### src/rtl/mem_stage_sram_ctrl.sv
// Memory stage controller: performs 32-bit loads/stores on a 16-bit external SRAM as two
// half-word phases with configurable wait states, stalling the pipeline via ready.
module mem_stage_sram_ctrl #(
   parameter int unsigned ADDR_BASE   = 1024,
   parameter int unsigned SRAM_AW     = 18,
   parameter int unsigned WAIT_CYCLES = 2
) (
   input  logic               clk,
   input  logic               rst,
   input  logic               MEM_R_EN,
   input  logic               MEM_W_EN,
   input  logic [31:0]        ALU_result,
   input  logic [31:0]        ST_val,
   output logic [31:0]        MEM_result,
   output logic               ready,
   output logic [SRAM_AW-1:0] sram_addr,
   output logic [15:0]        sram_dq_out,
   input  logic [15:0]        sram_dq_in,
   output logic               sram_dq_oe,
   output logic               sram_we_n
);

   localparam int unsigned CntW = $clog2(WAIT_CYCLES) + 1;
   localparam logic [CntW-1:0] CntLast = CntW'(WAIT_CYCLES - 1);

   typedef enum logic [1:0] {
      StIdle,
      StLow,
      StHigh,
      StDone
   } state_e;

   state_e            state_q, state_d;
   logic [CntW-1:0]   cnt_q, cnt_d;
   logic [31:0]       result_q, result_d;

   logic              req;
   logic              is_store;
   logic              cnt_last;
   logic [31:0]       offset;
   logic [SRAM_AW-2:0] word_addr;

   assign req       = MEM_R_EN | MEM_W_EN;
   // Both enables high is illegal and resolves to a store.
   assign is_store  = MEM_W_EN;
   assign cnt_last  = (cnt_q == CntLast);
   assign offset    = ALU_result - ADDR_BASE;
   assign word_addr = offset[SRAM_AW:2];

   always_comb begin
      state_d     = state_q;
      cnt_d       = cnt_q;
      result_d    = result_q;
      sram_addr   = '0;
      sram_dq_out = '0;
      sram_dq_oe  = 1'b0;
      sram_we_n   = 1'b1;

      unique case (state_q)
         StIdle: begin
            if (req) begin
               state_d = StLow;
               cnt_d   = '0;
            end
         end
         StLow: begin
            sram_addr = {word_addr, 1'b0};
            if (is_store) begin
               sram_dq_out = ST_val[15:0];
               sram_dq_oe  = 1'b1;
               sram_we_n   = 1'b0;
            end
            if (cnt_last) begin
               state_d = StHigh;
               cnt_d   = '0;
               if (!is_store) begin
                  result_d[15:0] = sram_dq_in;
               end
            end else begin
               cnt_d = cnt_q + 1'b1;
            end
         end
         StHigh: begin
            sram_addr = {word_addr, 1'b1};
            if (is_store) begin
               sram_dq_out = ST_val[31:16];
               sram_dq_oe  = 1'b1;
               sram_we_n   = 1'b0;
            end
            if (cnt_last) begin
               state_d = StDone;
               cnt_d   = '0;
               if (!is_store) begin
                  result_d[31:16] = sram_dq_in;
               end
            end else begin
               cnt_d = cnt_q + 1'b1;
            end
         end
         StDone: begin
            state_d = StIdle;
            cnt_d   = '0;
         end
         default: begin
            state_d = StIdle;
            cnt_d   = '0;
         end
      endcase
   end

   // Ready is high in DONE so upstream registers advance on the DONE edge.
   assign ready      = ~req | (state_q == StDone);
   assign MEM_result = result_q;

   always_ff @(posedge clk or negedge rst) begin
      if (!rst) begin
         state_q  <= StIdle;
         cnt_q    <= '0;
         result_q <= '0;
      end else begin
         state_q  <= state_d;
         cnt_q    <= cnt_d;
         result_q <= result_d;
      end
   end

endmodule

### config.mk
export PLATFORM = sky130hd
export DESIGN_NAME = mem_stage_sram_ctrl
export DESIGN_NICKNAME = d
export VERILOG_FILES = /design/src/rtl/mem_stage_sram_ctrl.sv
export SDC_FILE = /design/constraint.sdc
export NUM_CORES = 1
export LEC_CHECK = 0
export CORE_ASPECT_RATIO = 1.1
export CORE_MARGIN = 4
export CORE_UTILIZATION = 33
export CTS_CLUSTER_SIZE = 24
export DETAILED_ROUTE_END_ITERATION = 6
export GPL_TIMING_DRIVEN = 0
export HOLD_SLACK_MARGIN = 0.06
export PLACE_DENSITY = 0.81
export SYNTH_ARGS = -nofsm -noshare
export SYNTH_HDL_FRONTEND = slang
export SYNTH_SLANG_ARGS = --single-unit
### constraint.sdc
create_clock -name clk -period 1.8 [get_ports clk]
set_input_delay 0.18 -clock clk [delete_from_list [all_inputs] [get_ports clk]]
set_output_delay 0.18 -clock clk [all_outputs]
set_load 0.02 [all_outputs]
* Word level (Yosys, flattened, before mapping)
Index checks and enable logic that the tools add are counted.
Word-level totals: bits in registers 36, input port bits 84, output and inout bits 69, logic and storage cells 37
Operators by class: add/sub/neg operators 2, equal/unequal tests 7, multiplexer cells 15, bitwise logic cells 4, reductions and logical operators 5
Operators with widths (number):
- $pmux 18 s2 | 1
- $mux 16 | 2
- $pmux 16 s2 | 1
- $sub 19x11->19 const B | 1
- $mux 2 | 5
- $reduce_and 3->1 | 3
- $pmux 2 s4 | 1
- $ne 2x2->1 const B | 3
- $pmux 2 s3 | 1
- $eq 2x1->1 const B | 2
- $eq 2x2->1 const B | 2
- $mux 1 | 4
- $add 2x1->2 const B | 1
- $logic_not 2->1 | 1
- $not 1->1 | 2
- $or 1x1->1 | 2
- $reduce_or 2->1 | 1

* Longest topological paths before layout
depth after elaboration 3, gate-level depth with buffers 7, depth with buffers taken out 5

* Worst setup path before layout
OpenSTA, ideal clock, no wires.
kind reg-to-output, start point register state_q[0], end point output sram_addr[16], arrival time 1.811 ns, data required time 1.620 ns, setup slack -0.191 ns, cell stages (with the launch flop) 8, buffers on the path 2, cells stage by stage dfrtp_1 > inv_1 > ha_1 > buf_2 > o21a_1 > clkbuf_1 > nand2_1 > mux2i_1
On the way: longest elaborated chain between the ends 2, elaborated cells on any way between the ends 3
RTL lines:
- start, declared | line 33 | state_e state_q, state_d;
- start signal, assigned | line 117 | state_q <= StIdle;
- start signal, assigned | line 121 | state_q <= state_d;
- $eq 2x2->1 / $eq 2x1->1 (equally long branches) | line 59 | unique case (state_q)
- $pmux 18 s2 (*) | line 59
- end, declared | line 16 | output logic [SRAM_AW-1:0] sram_addr,
Mark *: on every way between the ends. The rest lies on a longest branch, timed or not.

* Final worst setup path
start point register state_q[1], end point output sram_addr[14]
Same word-level chain as after synthesis.

==> impl_metrics.yaml <==
setup_path:
  cp.arrival_ns: 1.81
  critPathMaxFanout: 5
  reg2reg_slack_ns: 0.13
  required_ns: 1.62
  critPathCaptureType: "primary output"
  critPathLaunchType: "flip-flop"
  critPathKind: "flip-flop to primary output"
yosys:
  syn_area_per_cell_sq_um: 11.19
  ys_seq_area_share_pct: 47.09
  yosysMostFrequentCell: "dfrtp_1"
  synth.net_count: 260
  synthTopCellsByArea: "dfrtp_1, mux2_2, a22oi_1"
  synth_top_area_share_pct: 47.09
  ys_types: 29
  async_flop_share_pct: 100.0
  synth_edf_count: 0
  synth_area_sq_mm: 0.001913
  yosys-top-cells-count: "dfrtp_1, mux2_2, nor2_1"
  synth_warnings: 0
  synth_seq_cells: 36
  ys.flop_type: "dfrtp_1"
  netlist_instances: 171
  yosys.area.top_type: "dfrtp_1"
drt:
  antenna_left: 0
  vias: 1983
  drtIter0Drc: 37
  wirelength_um: 6654
  route.detailed.drc: 0
  viasPerCell: 4.921
  first_pass_iters: 3
  wl_per_cell_um: 16.51
clock_tree:
  cts_buffers: 5
  cts.sinks: 36
  cts-htree-levels: 2
  cts_root_buffer: "clkbuf_8"
  clk_latency_ns: 0.28
  clockBufferDepth: 2
  cts_tree: "yes"
  clk_pin_slew_worst_paths_ns: 0.07
timing:
  min_period_ns: 1.993
  holdWs_ns: 0.4951
  hold_viol: 0
  fin_crit_sh_pct: 110.7
  tightest_slew_ns: 0.7745
  fin_skew_ns: 0.004777
  rsz0062_at_grt: "yes"
  layout_setup_ws_ns: -0.1932
  slew_headroom_pct: 48.37
  drv_slew: 0
  clock.fmax_mhz: 501.7
  setup_viol: 33
min_path:
  hold_class: "flip-flop to flip-flop"
floorplan:
  die_area_sq_mm: 0.007081
  core_sq_mm: 0.005500
  start_util_pct: 34.78
  rows: 28
  fp.dieH_um: 87.86
  ios: 153
  die_w_um: 80.60
pwr:
  p_int_w: 0.004052
  peakVddDrop_mv: 1.008
  leakage_nw: 1.632
  p_comb_share_pct: 71.7
  p_sw_share_pct: 40.51
  p_clk_share_pct: 7.6
  power_switching_w: 0.002759
  pwr-share-seq_pct: 20.7
  power.density_mw_per_mm2: 1762
cells_and_area:
  drive_above_1_share_pct: 45.12
  stdcell_area_sq_mm: 0.003866
  syn_to_final_growth_pct: 102.1
  antennaDiodeCount: 0
  fill_cells: 418
  fin_nets: 417
place:
  postPlaceCellArea_sq_mm: 0.003395
  gp_congestion: 0.7612
  io_buffers: 137
  post-dp-hpwl_um: 4725
  pre_cts_ws_ns: -0.9740
global_routing:
  grt-ovfl-total: 0
  grt_pass1_wl_um: 9811
  grt_max_degree: 37
  antenna_found_initial: 0
  grt_usage_pct: 17.95
  grt_pass1_vias: 2045
flow_run:
  max-cap-violations: 0
run_status:
  status: "finished, violations left"
  violations: "setup timing"
## repair_timing
item,4_1_cts,5_1_grt
resized for setup,246,40
setup endpoints to repair,36,46
endpoints found under the hold margin,36,0
pin swaps,17,9
hold buffers,1,0
cloned,2,1
buffers inserted,6,6
## cell usage in the layout, fill, tap and decap left out, types with 4 or more instances in the layout
cell type / netlist / routed
a22oi_2: 0 / 14
clkdlybuf4s50_1: 0 / 93
buf_8: 0 / 6
dfrtp_1: 36 / 36
mux2_2: 34 / 34
clkbuf_8: 0 / 5
and2_4: 0 / 8
buf_2: 2 / 9
buf_6: 0 / 23
nor2_1: 22 / 17
inv_1: 6 / 4
buf_4: 4 / 21
## path summary, 6_finish.rpt
path / startpoint / to / cells past startpoint
worst max-delay path: state_q[1] / sram_addr[14] / 6
worst min-delay path: cnt_q[1] / cnt_q[1] / 1
worst max register to register: state_q[1] / MEM_result[14] / 6
worst min register to register: cnt_q[1] / cnt_q[1] / 1
max in group asynchronous: rst / MEM_result[12] / 2
min in group asynchronous: rst / MEM_result[21] / 2
## state kept, by name, indices dropped and copies added, names as in the netlist
| name | count |
|---|---|
| MEM_result | 32 |
| state_q | 2 |
| cnt_q | 2 |
## worst max-delay path: stages (launching register included)
cell and delay (ns):
dfrtp_1 0.40, inv_2 0.08, ha_4 0.31, o21ai_4 0.06, or4_4 0.47, nand2_2 0.08
buf_6 0.11
## final cells by class
class | instances | area [sq um] | area share, %
plain buffers | 8 | 98.84 | 2.557
clock buffers | 6 | 72.57 | 1.877
repair buffers | 152 | 1489 | 38.51
multi-input cells | 119 | 1184 | 30.61
clock inverters | 1 | 5.005 | 0.1294
well taps | 75 | 93.84 | 2.427
flip-flops and latches | 36 | 900.9 | 23.30
inverters | 6 | 22.52 | 0.5825
## cells by family after synthesis
family          after synthesis  share of synthesized area, %
simple gates                 48                         13.28
mux                          36                         21.06
flops                        36                         47.09
compound gates               28                         10.33
buf+inv                      16                         4.055
fa+ha+maj                     5                         3.270
xor+xnor                      2                        0.9158
## through the flow
step	total power (W)	std cells	TNS [ns]	utilization [%]
floorplan	0.003474	171	-0.1576	-
global placement	0.005195	383	-23.60	61.81
detailed placement	0.005274	383	-17.22	61.72
CTS	0.006391	399	-2.171	66.86
global route	0.007233	403	-4.618	70.29
finish	0.006811	403	-2.690	70.29
## power by group through the flow
stage / logic (W) / registers, W / clock network (W)
floorplan: 0.00162 / 0.00185 / 0
global placement: 0.00380 / 0.00140 / 0
CTS: 0.00444 / 0.00142 / 0.000537
detailed placement: 0.00385 / 0.00142 / 0
finish: 0.00489 / 0.00141 / 0.000517
global route: 0.00519 / 0.00146 / 0.000584
## layer usage
| layer | vias to the layer above | GRT usage, % | share of wire [%] |
|---|---|---|---|
| met5 | - | 0 | 0 |
| met3 | 8 | 9.774 | 13 |
| li1 | 927 | - | - |
| met1 | 948 | 18.79 | 36 |
| met2 | 100 | 31.17 | 50 |
| met4 | 0 | 5.069 | 1.4 |
Power figures use the tool's default switching activity.
